### src/rtl/bumpy_mover.sv
// Per-frame fixed-point motion integrator and death-sequence timer for the Bumpy player.
// Optional macro BUMPY_DIE_BLINK_EN: blink the object while the death sequence runs.
module bumpy_mover #(
  parameter int INITIAL_X              = 64,
  parameter int INITIAL_Y              = 64,
  parameter int FIXED_POINT_MULTIPLIER = 64,
  parameter int X_SPEED                = 128,
  parameter int JUMP_SPEED             = -320,
  parameter int BOUNCE_SPEED           = -192,
  parameter int GRAVITY                = 8,
  parameter int MAX_Y_SPEED            = 384,
  parameter int OBJECT_SIZE            = 32,
  parameter int DIE_FRAMES             = 30
) (
  input  logic               clk,
  input  logic               reset,
  input  logic               startOfFrame,
  input  logic [3:0]         state,
  input  logic               bumpy_collision,
  input  logic [3:0]         HitEdgeCode,
  output logic signed [10:0] topLeftX,
  output logic signed [10:0] topLeftY,
  output logic               airborne,
  output logic               die_done,
  output logic               visible
);

  localparam int unsigned POS_W  = 17;
  localparam int unsigned SUM_W  = POS_W + 1;
  localparam int unsigned SPD_W  = 11;
  localparam int unsigned CNT_W  = 8;
  localparam int unsigned PIX_W  = 11;
  localparam int unsigned FRAC_W = $clog2(FIXED_POINT_MULTIPLIER);

  localparam logic signed [SUM_W-1:0] X_MAX_FP   = SUM_W'((639 - OBJECT_SIZE) * FIXED_POINT_MULTIPLIER);
  localparam logic signed [SUM_W-1:0] Y_MAX_FP   = SUM_W'((479 - OBJECT_SIZE) * FIXED_POINT_MULTIPLIER);
  localparam logic signed [POS_W-1:0] X_INIT_FP  = POS_W'(INITIAL_X * FIXED_POINT_MULTIPLIER);
  localparam logic signed [POS_W-1:0] Y_INIT_FP  = POS_W'(INITIAL_Y * FIXED_POINT_MULTIPLIER);
  localparam logic signed [SUM_W-1:0] X_STEP     = SUM_W'(X_SPEED);
  localparam logic signed [SPD_W-1:0] SPD_JUMP   = SPD_W'(JUMP_SPEED);
  localparam logic signed [SPD_W-1:0] SPD_BOUNCE = SPD_W'(BOUNCE_SPEED);
  localparam logic signed [SPD_W-1:0] SPD_MAX    = SPD_W'(MAX_Y_SPEED);
  localparam logic signed [SPD_W:0]   SPD_MAX_X  = (SPD_W+1)'(MAX_Y_SPEED);
  localparam logic signed [SPD_W:0]   SPD_GRAV   = (SPD_W+1)'(GRAVITY);
  localparam logic [CNT_W-1:0]        DIE_LAST   = CNT_W'(DIE_FRAMES - 1);

  typedef enum logic [3:0] {
    S_RESET    = 4'd0,
    S_IDLE     = 4'd1,
    S_LEFT     = 4'd2,
    S_RIGHT    = 4'd3,
    S_DOWN     = 4'd4,
    S_UP       = 4'd5,
    S_DIE      = 4'd6,
    S_BOUNCE_L = 4'd7,
    S_BOUNCE_R = 4'd8,
    S_BOUNCE_T = 4'd9
  } state_e;

  logic signed [POS_W-1:0] r_xpos, r_ypos;
  logic signed [SPD_W-1:0] r_yspeed;
  logic                    r_hit_l, r_hit_t, r_hit_r, r_hit_b;
  logic [CNT_W-1:0]        r_count;
  logic                    r_airborne, r_die_done, r_visible;

  state_e                  w_state;
  logic                    w_set_l, w_set_t, w_set_r, w_set_b;
  logic                    w_hit_l, w_hit_t, w_hit_r, w_hit_b;
  logic signed [SUM_W-1:0] w_xspeed, w_xsum, w_ysum;
  logic signed [POS_W-1:0] w_xnext, w_ynext;
  logic signed [SPD_W:0]   w_ygrav;
  logic signed [SPD_W-1:0] w_yspeed, w_yspeed_next;
  logic                    w_vis_die;

  assign w_state = state_e'(state);

  // A collision on the frame cycle itself joins the latched hits for that update.
  always_comb begin
    w_set_l = bumpy_collision && (HitEdgeCode == 4'b1000);
    w_set_t = bumpy_collision && (HitEdgeCode == 4'b0100);
    w_set_r = bumpy_collision && (HitEdgeCode == 4'b0010);
    w_set_b = bumpy_collision && (HitEdgeCode == 4'b0001);
    w_hit_l = r_hit_l | w_set_l;
    w_hit_t = r_hit_t | w_set_t;
    w_hit_r = r_hit_r | w_set_r;
    w_hit_b = r_hit_b | w_set_b;
  end

  always_comb begin
    w_xspeed = '0;
    case (w_state)
      S_LEFT, S_BOUNCE_R:  w_xspeed = -X_STEP;
      S_RIGHT, S_BOUNCE_L: w_xspeed = X_STEP;
      default:             w_xspeed = '0;
    endcase
    if ((w_hit_l && w_xspeed[SUM_W-1]) || (w_hit_r && (w_xspeed > 0)))
      w_xspeed = '0;
    w_xsum  = $signed({r_xpos[POS_W-1], r_xpos}) + w_xspeed;
    w_xnext = w_xsum[POS_W-1:0];
    if (w_xsum[SUM_W-1])
      w_xnext = '0;
    else if (w_xsum > X_MAX_FP)
      w_xnext = X_MAX_FP[POS_W-1:0];
  end

  // Bounce impulse, then ceiling stop, otherwise gravity with saturation.
  always_comb begin
    w_ygrav  = $signed({r_yspeed[SPD_W-1], r_yspeed}) + SPD_GRAV;
    w_yspeed = r_yspeed;
    if (w_hit_b && !r_yspeed[SPD_W-1])
      w_yspeed = (w_state == S_UP) ? SPD_JUMP : SPD_BOUNCE;
    else if ((w_hit_t || (w_state == S_BOUNCE_T)) && r_yspeed[SPD_W-1])
      w_yspeed = '0;
    else if (w_ygrav > SPD_MAX_X)
      w_yspeed = SPD_MAX;
    else
      w_yspeed = w_ygrav[SPD_W-1:0];
    w_ysum        = $signed({r_ypos[POS_W-1], r_ypos}) +
                    $signed({{(SUM_W-SPD_W){w_yspeed[SPD_W-1]}}, w_yspeed});
    w_ynext       = w_ysum[POS_W-1:0];
    w_yspeed_next = w_yspeed;
    if (w_ysum[SUM_W-1]) begin
      w_ynext = '0;
    end else if (w_ysum >= Y_MAX_FP) begin
      w_ynext       = Y_MAX_FP[POS_W-1:0];
      w_yspeed_next = '0;
    end
  end

`ifdef BUMPY_DIE_BLINK_EN
  assign w_vis_die = ~r_count[2];
`else
  assign w_vis_die = 1'b1;
`endif

  always_ff @(posedge clk) begin
    if (reset) begin
      r_xpos     <= X_INIT_FP;
      r_ypos     <= Y_INIT_FP;
      r_yspeed   <= '0;
      r_hit_l    <= 1'b0;
      r_hit_t    <= 1'b0;
      r_hit_r    <= 1'b0;
      r_hit_b    <= 1'b0;
      r_count    <= '0;
      r_airborne <= 1'b0;
      r_die_done <= 1'b0;
      r_visible  <= 1'b1;
    end else begin
      r_die_done <= 1'b0;
      if (startOfFrame) begin
        r_hit_l <= 1'b0;
        r_hit_t <= 1'b0;
        r_hit_r <= 1'b0;
        r_hit_b <= 1'b0;
        case (w_state)
          S_RESET: begin
            r_xpos     <= X_INIT_FP;
            r_ypos     <= Y_INIT_FP;
            r_yspeed   <= '0;
            r_airborne <= 1'b0;
            r_count    <= '0;
            r_visible  <= 1'b1;
          end
          S_DIE: begin
            r_visible <= w_vis_die;
            // Counter parks one past the last frame so the pulse fires once.
            if (r_count == DIE_LAST) begin
              r_die_done <= 1'b1;
              r_xpos     <= X_INIT_FP;
              r_ypos     <= Y_INIT_FP;
              r_yspeed   <= '0;
              r_airborne <= 1'b0;
              r_count    <= r_count + CNT_W'(1);
            end else if (r_count < DIE_LAST) begin
              r_count <= r_count + CNT_W'(1);
            end
          end
          default: begin
            r_xpos     <= w_xnext;
            r_ypos     <= w_ynext;
            r_yspeed   <= w_yspeed_next;
            r_airborne <= (w_yspeed_next != '0);
            r_count    <= '0;
            r_visible  <= 1'b1;
          end
        endcase
      end else begin
        r_hit_l <= r_hit_l | w_set_l;
        r_hit_t <= r_hit_t | w_set_t;
        r_hit_r <= r_hit_r | w_set_r;
        r_hit_b <= r_hit_b | w_set_b;
      end
    end
  end

  assign topLeftX = PIX_W'(r_xpos >>> FRAC_W);
  assign topLeftY = PIX_W'(r_ypos >>> FRAC_W);
  assign airborne = r_airborne;
  assign die_done = r_die_done;
  assign visible  = r_visible;

endmodule

### config.mk
export PLATFORM = sky130hd
export DESIGN_NAME = bumpy_mover
export DESIGN_NICKNAME = d
export VERILOG_FILES = /design/src/rtl/bumpy_mover.sv
export SDC_FILE = /design/constraint.sdc
export NUM_CORES = 1
export LEC_CHECK = 0
export CORE_UTILIZATION = 30
export DETAILED_ROUTE_END_ITERATION = 12
export SYNTH_ARGS = -nofsm -noshare
export SYNTH_HDL_FRONTEND = slang
export SYNTH_SLANG_ARGS = --single-unit
### constraint.sdc
create_clock -name clk -period 6.17 [get_ports clk]
set_input_delay 1.851 -clock clk [delete_from_list [all_inputs] [get_ports clk]]
set_output_delay 1.851 -clock clk [all_outputs]
set_load 0.005 [all_outputs]
==> impl_metrics.ini <==
[sta]
slew-limit-headroom_pct = 33.6
finalSetupViolations = 0
finalClockSkew_ns = 0.00734
clock.fmax_mhz = 171
drv_slew = 0
fin_tns_setup_ns = 0
hold_viol_final = 0
final.min_clock_period_ns = 5.86
rsz0062_at_grt = false
tightest_slew_ns = 0.996
finalCritPeriodShare_pct = 95.0

[drt]
firstDrtPassIters = 4
drt_iter0_drc = 149
routed-wl-met3_um = 468
routedLengthMet1_mm = 4.60
detail_route.wl_per_cell_um = 14.2
wl_met2_mm = 4.79
drc = 0
routed-via-count = 3693
drt_wl_total_mm = 10.0
antenna_left = 0
vias_per_cell = 5.23
top_layer = met4

[worst_setup_path]
cp_data_arrival_time_ns = 6.04
critPathLaunch = state[1]
rr_startpoint = r_yspeed[3]
slowest_delay_ns = 0.47
crit_path_top_delay_cell = clkdlybuf4s50_1
cp-end-kind = flip-flop
path_buf_inv = 3
required_ns = 6.35
start_kind = primary input
cp_max_fo = 12
critPathKind = primary input to flip-flop
cp_top_family = simple AND/OR/NAND/NOR gates
cp_cell_sequence = clkdlybuf4s50_1 -> nand2b_1 -> nor3b_1 -> nor3_1 -> nor2b_1 -> nor2_2 -> and3_1 -> ha_1 -> inv_1 -> fa_1 -> nand2b_1 -> a21o_1 -> a211o_1 -> a221oi_2 -> nand4_1 -> or3_1 -> a21oi_2 -> o21ai_4 -> buf_12 -> a21oi_1 -> nor3b_1

[floorplan]
dieArea_mm2 = 0.0137
ios = 37
rows = 41
fp.dieH_um = 117
die_x_um = 117
start_util_pct = 31.0
coreArea_mm2 = 0.0128

[yosys]
syn_area_mm2 = 0.00396
yosysWarnings = 0
syn_area_per_cell_um2 = 7.88
synth-main-ff-cell = dfxtp_1
syn_nets = 548
synth_seq_cells = 53
ys_types = 67
synth-edff-count = 0
syn_inst = 503
async_flop_share_pct = 0
ys_seq_area_share_pct = 26.8

[layout]
post-route-util_pct = 36.8
nets = 578
area_growth_pct = 18.6
final_cell_mix = nor2_1 (53), dfxtp_1 (53), nand2_1 (42), a21oi_1 (39), clkdlybuf4s50_1 (35)
final_area_mm2 = 0.00470
layoutNonFillerInstCount = 706
drive_above_1_share_pct = 7.68
diodes = 0

[grt]
track_usage_pct = 15.5
antenna_found_initial = 0
grt_max_degree = 29
grt_pass1_wl_mm = 16.8
grt_overflow = 0
grt_pass1_vias = 3537

[cts]
root_buffer = clkbuf_16
clock_latency_ns = 0.30
cts_buffers = 5
clk_pin_slew_ns = 0.07
clk_path_buf_depth = 2
cts_tree = yes
clock_sinks = 53
h-tree-depth = 2
post-cts-setup-buffers = 0

[pwr]
p_seq_share_pct = 41.7
power_uw = 881
p_int_uw = 632
sw_frac_of_total_pct = 28.2
p_clk_share_pct = 37.1
leakage_nw = 1.92
peakVddDrop_uv = 117
switchingPower_uw = 248
p_per_area_mw_per_mm2 = 187
combPwrFrac_pct = 21.2

[placed_design]
place_congestion = 0.918
dpl_cell_area_mm2 = 0.00451
numPortBuffers = 35
dp_hpwl_mm = 7.58
dp_cells = 698

[run_status]
status = finished, final reports clean

[run]
drv_cap = 0

[hold_path]
min_from = airborne
hp-class = flip-flop to flip-flop
==> power by group through the flow <==
stage	Sequential [mW]	Combinational [mW]	Clock, mW
after global routing	0.369	0.208	0.352
final	0.367	0.187	0.327
after floorplan	0.372	0.126	0
after CTS	0.367	0.185	0.335
after detailed placement	0.375	0.183	0
after global placement	0.375	0.181	0
==> cell usage after synthesis (4+ instances only) <==
cell       n  area (um^2)
a32oi_1    7         61.3
nor2b_1   11         68.8
nand2_1   42          158
inv_1     23         86.3
o21ai_0    8         40.0
nor3_1     9         45.0
and2_1    11         68.8
o211ai_1   5         37.5
or3_1      4         25.0
ha_1      31          388
a21oi_1   39          195
xnor2_1   15          131
a21o_1    17          128
nand3_1   18         90.1
nand4_1    4         25.0
nand2b_1   6         37.5
o21a_1     8         60.1
a22oi_1    5         37.5
nor3b_1    6         45.0
a31oi_1    7         43.8
a211o_1    5         43.8
buf_4     12         90.1
dfxtp_1   53         1060
xor2_1    12          105
nor2_1    54          203
and3_1     8         50.1
clkbuf_1  14         52.6
o21ai_1    7         35.0
==> cell type report <==
type	count	area, um^2
clock buffer	6	129
multi-input combinational	396	2660
clock inverter	2	38.8
fill	1276	8070
tap	172	215
timing repair buffer	54	505
sequential	53	1060
inverter	23	86.3
==> metrics by stage <==
step / hold slack, ns / setup WS, ns
after floorplan: 0.438 / 0.750
after global placement: 0.437 / 0.0649
after detailed placement: 0.447 / -0.0791
after CTS: 0.461 / 0.190
after global routing: 0.497 / 0.0270
final: 0.456 / 0.307
==> path summary, 6_finish.rpt <==
path / to / slack [ns] / cells past startpoint
max: r_yspeed[1] / 0.31 / 21
min: airborne / 0.46 / 2
max reg2reg: r_yspeed[1] / 1.09 / 21
min reg2reg: airborne / 0.46 / 2
==> cells by family (layout without fill, tap and decap cells) <==
group	after synthesis	after routing	synth area share (%)
adder cells (fa/ha/maj)	34	34	11.1
other	1	1	0.0946
XOR/XNOR	27	27	5.97
multiplexers	2	2	0.505
AND/OR/NAND/NOR	186	186	23.2
flip-flops	53	53	26.8
AO/OA/AOI/OAI	146	146	25.9
buffers and inverters	54	85	6.50
==> metal layers <==
| metal | GRT usage, % | vias to the layer above |
|---|---|---|
| met5 | 0 | - |
| met4 | 4.64 | 0 |
| met2 | 27.2 | 80 |
| met1 | 19.2 | 1734 |
| li1 | - | 1869 |
| met3 | 3.09 | 10 |
==> what timing repair did <==
| item | CTS | global route |
|---|---|---|
| gates resized for setup | 0 | 5 |
| hold buffers | 0 | 0 |
| endpoints found under the setup margin | 0 | 17 |
==> sequential cells by signal, summed over array words and instances (netlist names) <==
| name | flops |
|---|---|
| r_count | 8 |
| r_yspeed | 11 |
| r_hit_b | 1 |
| r_ypos | 17 |
| r_hit_t | 1 |
| airborne | 1 |
| r_hit_r | 1 |
| r_xpos | 11 |
| die_done | 1 |
| r_hit_l | 1 |
==> worst reg2reg max path: cells and delay by family (launching register included) <==
family                     cells  cell delay [ns]
DFF                            1             0.48
adders and majority gates      3             0.91
and+or+nand+nor               10             2.00
buffers and inverters          2             0.23
AOI/OAI and AO/OA              6             1.34
(Power assumes the default switching activity.)
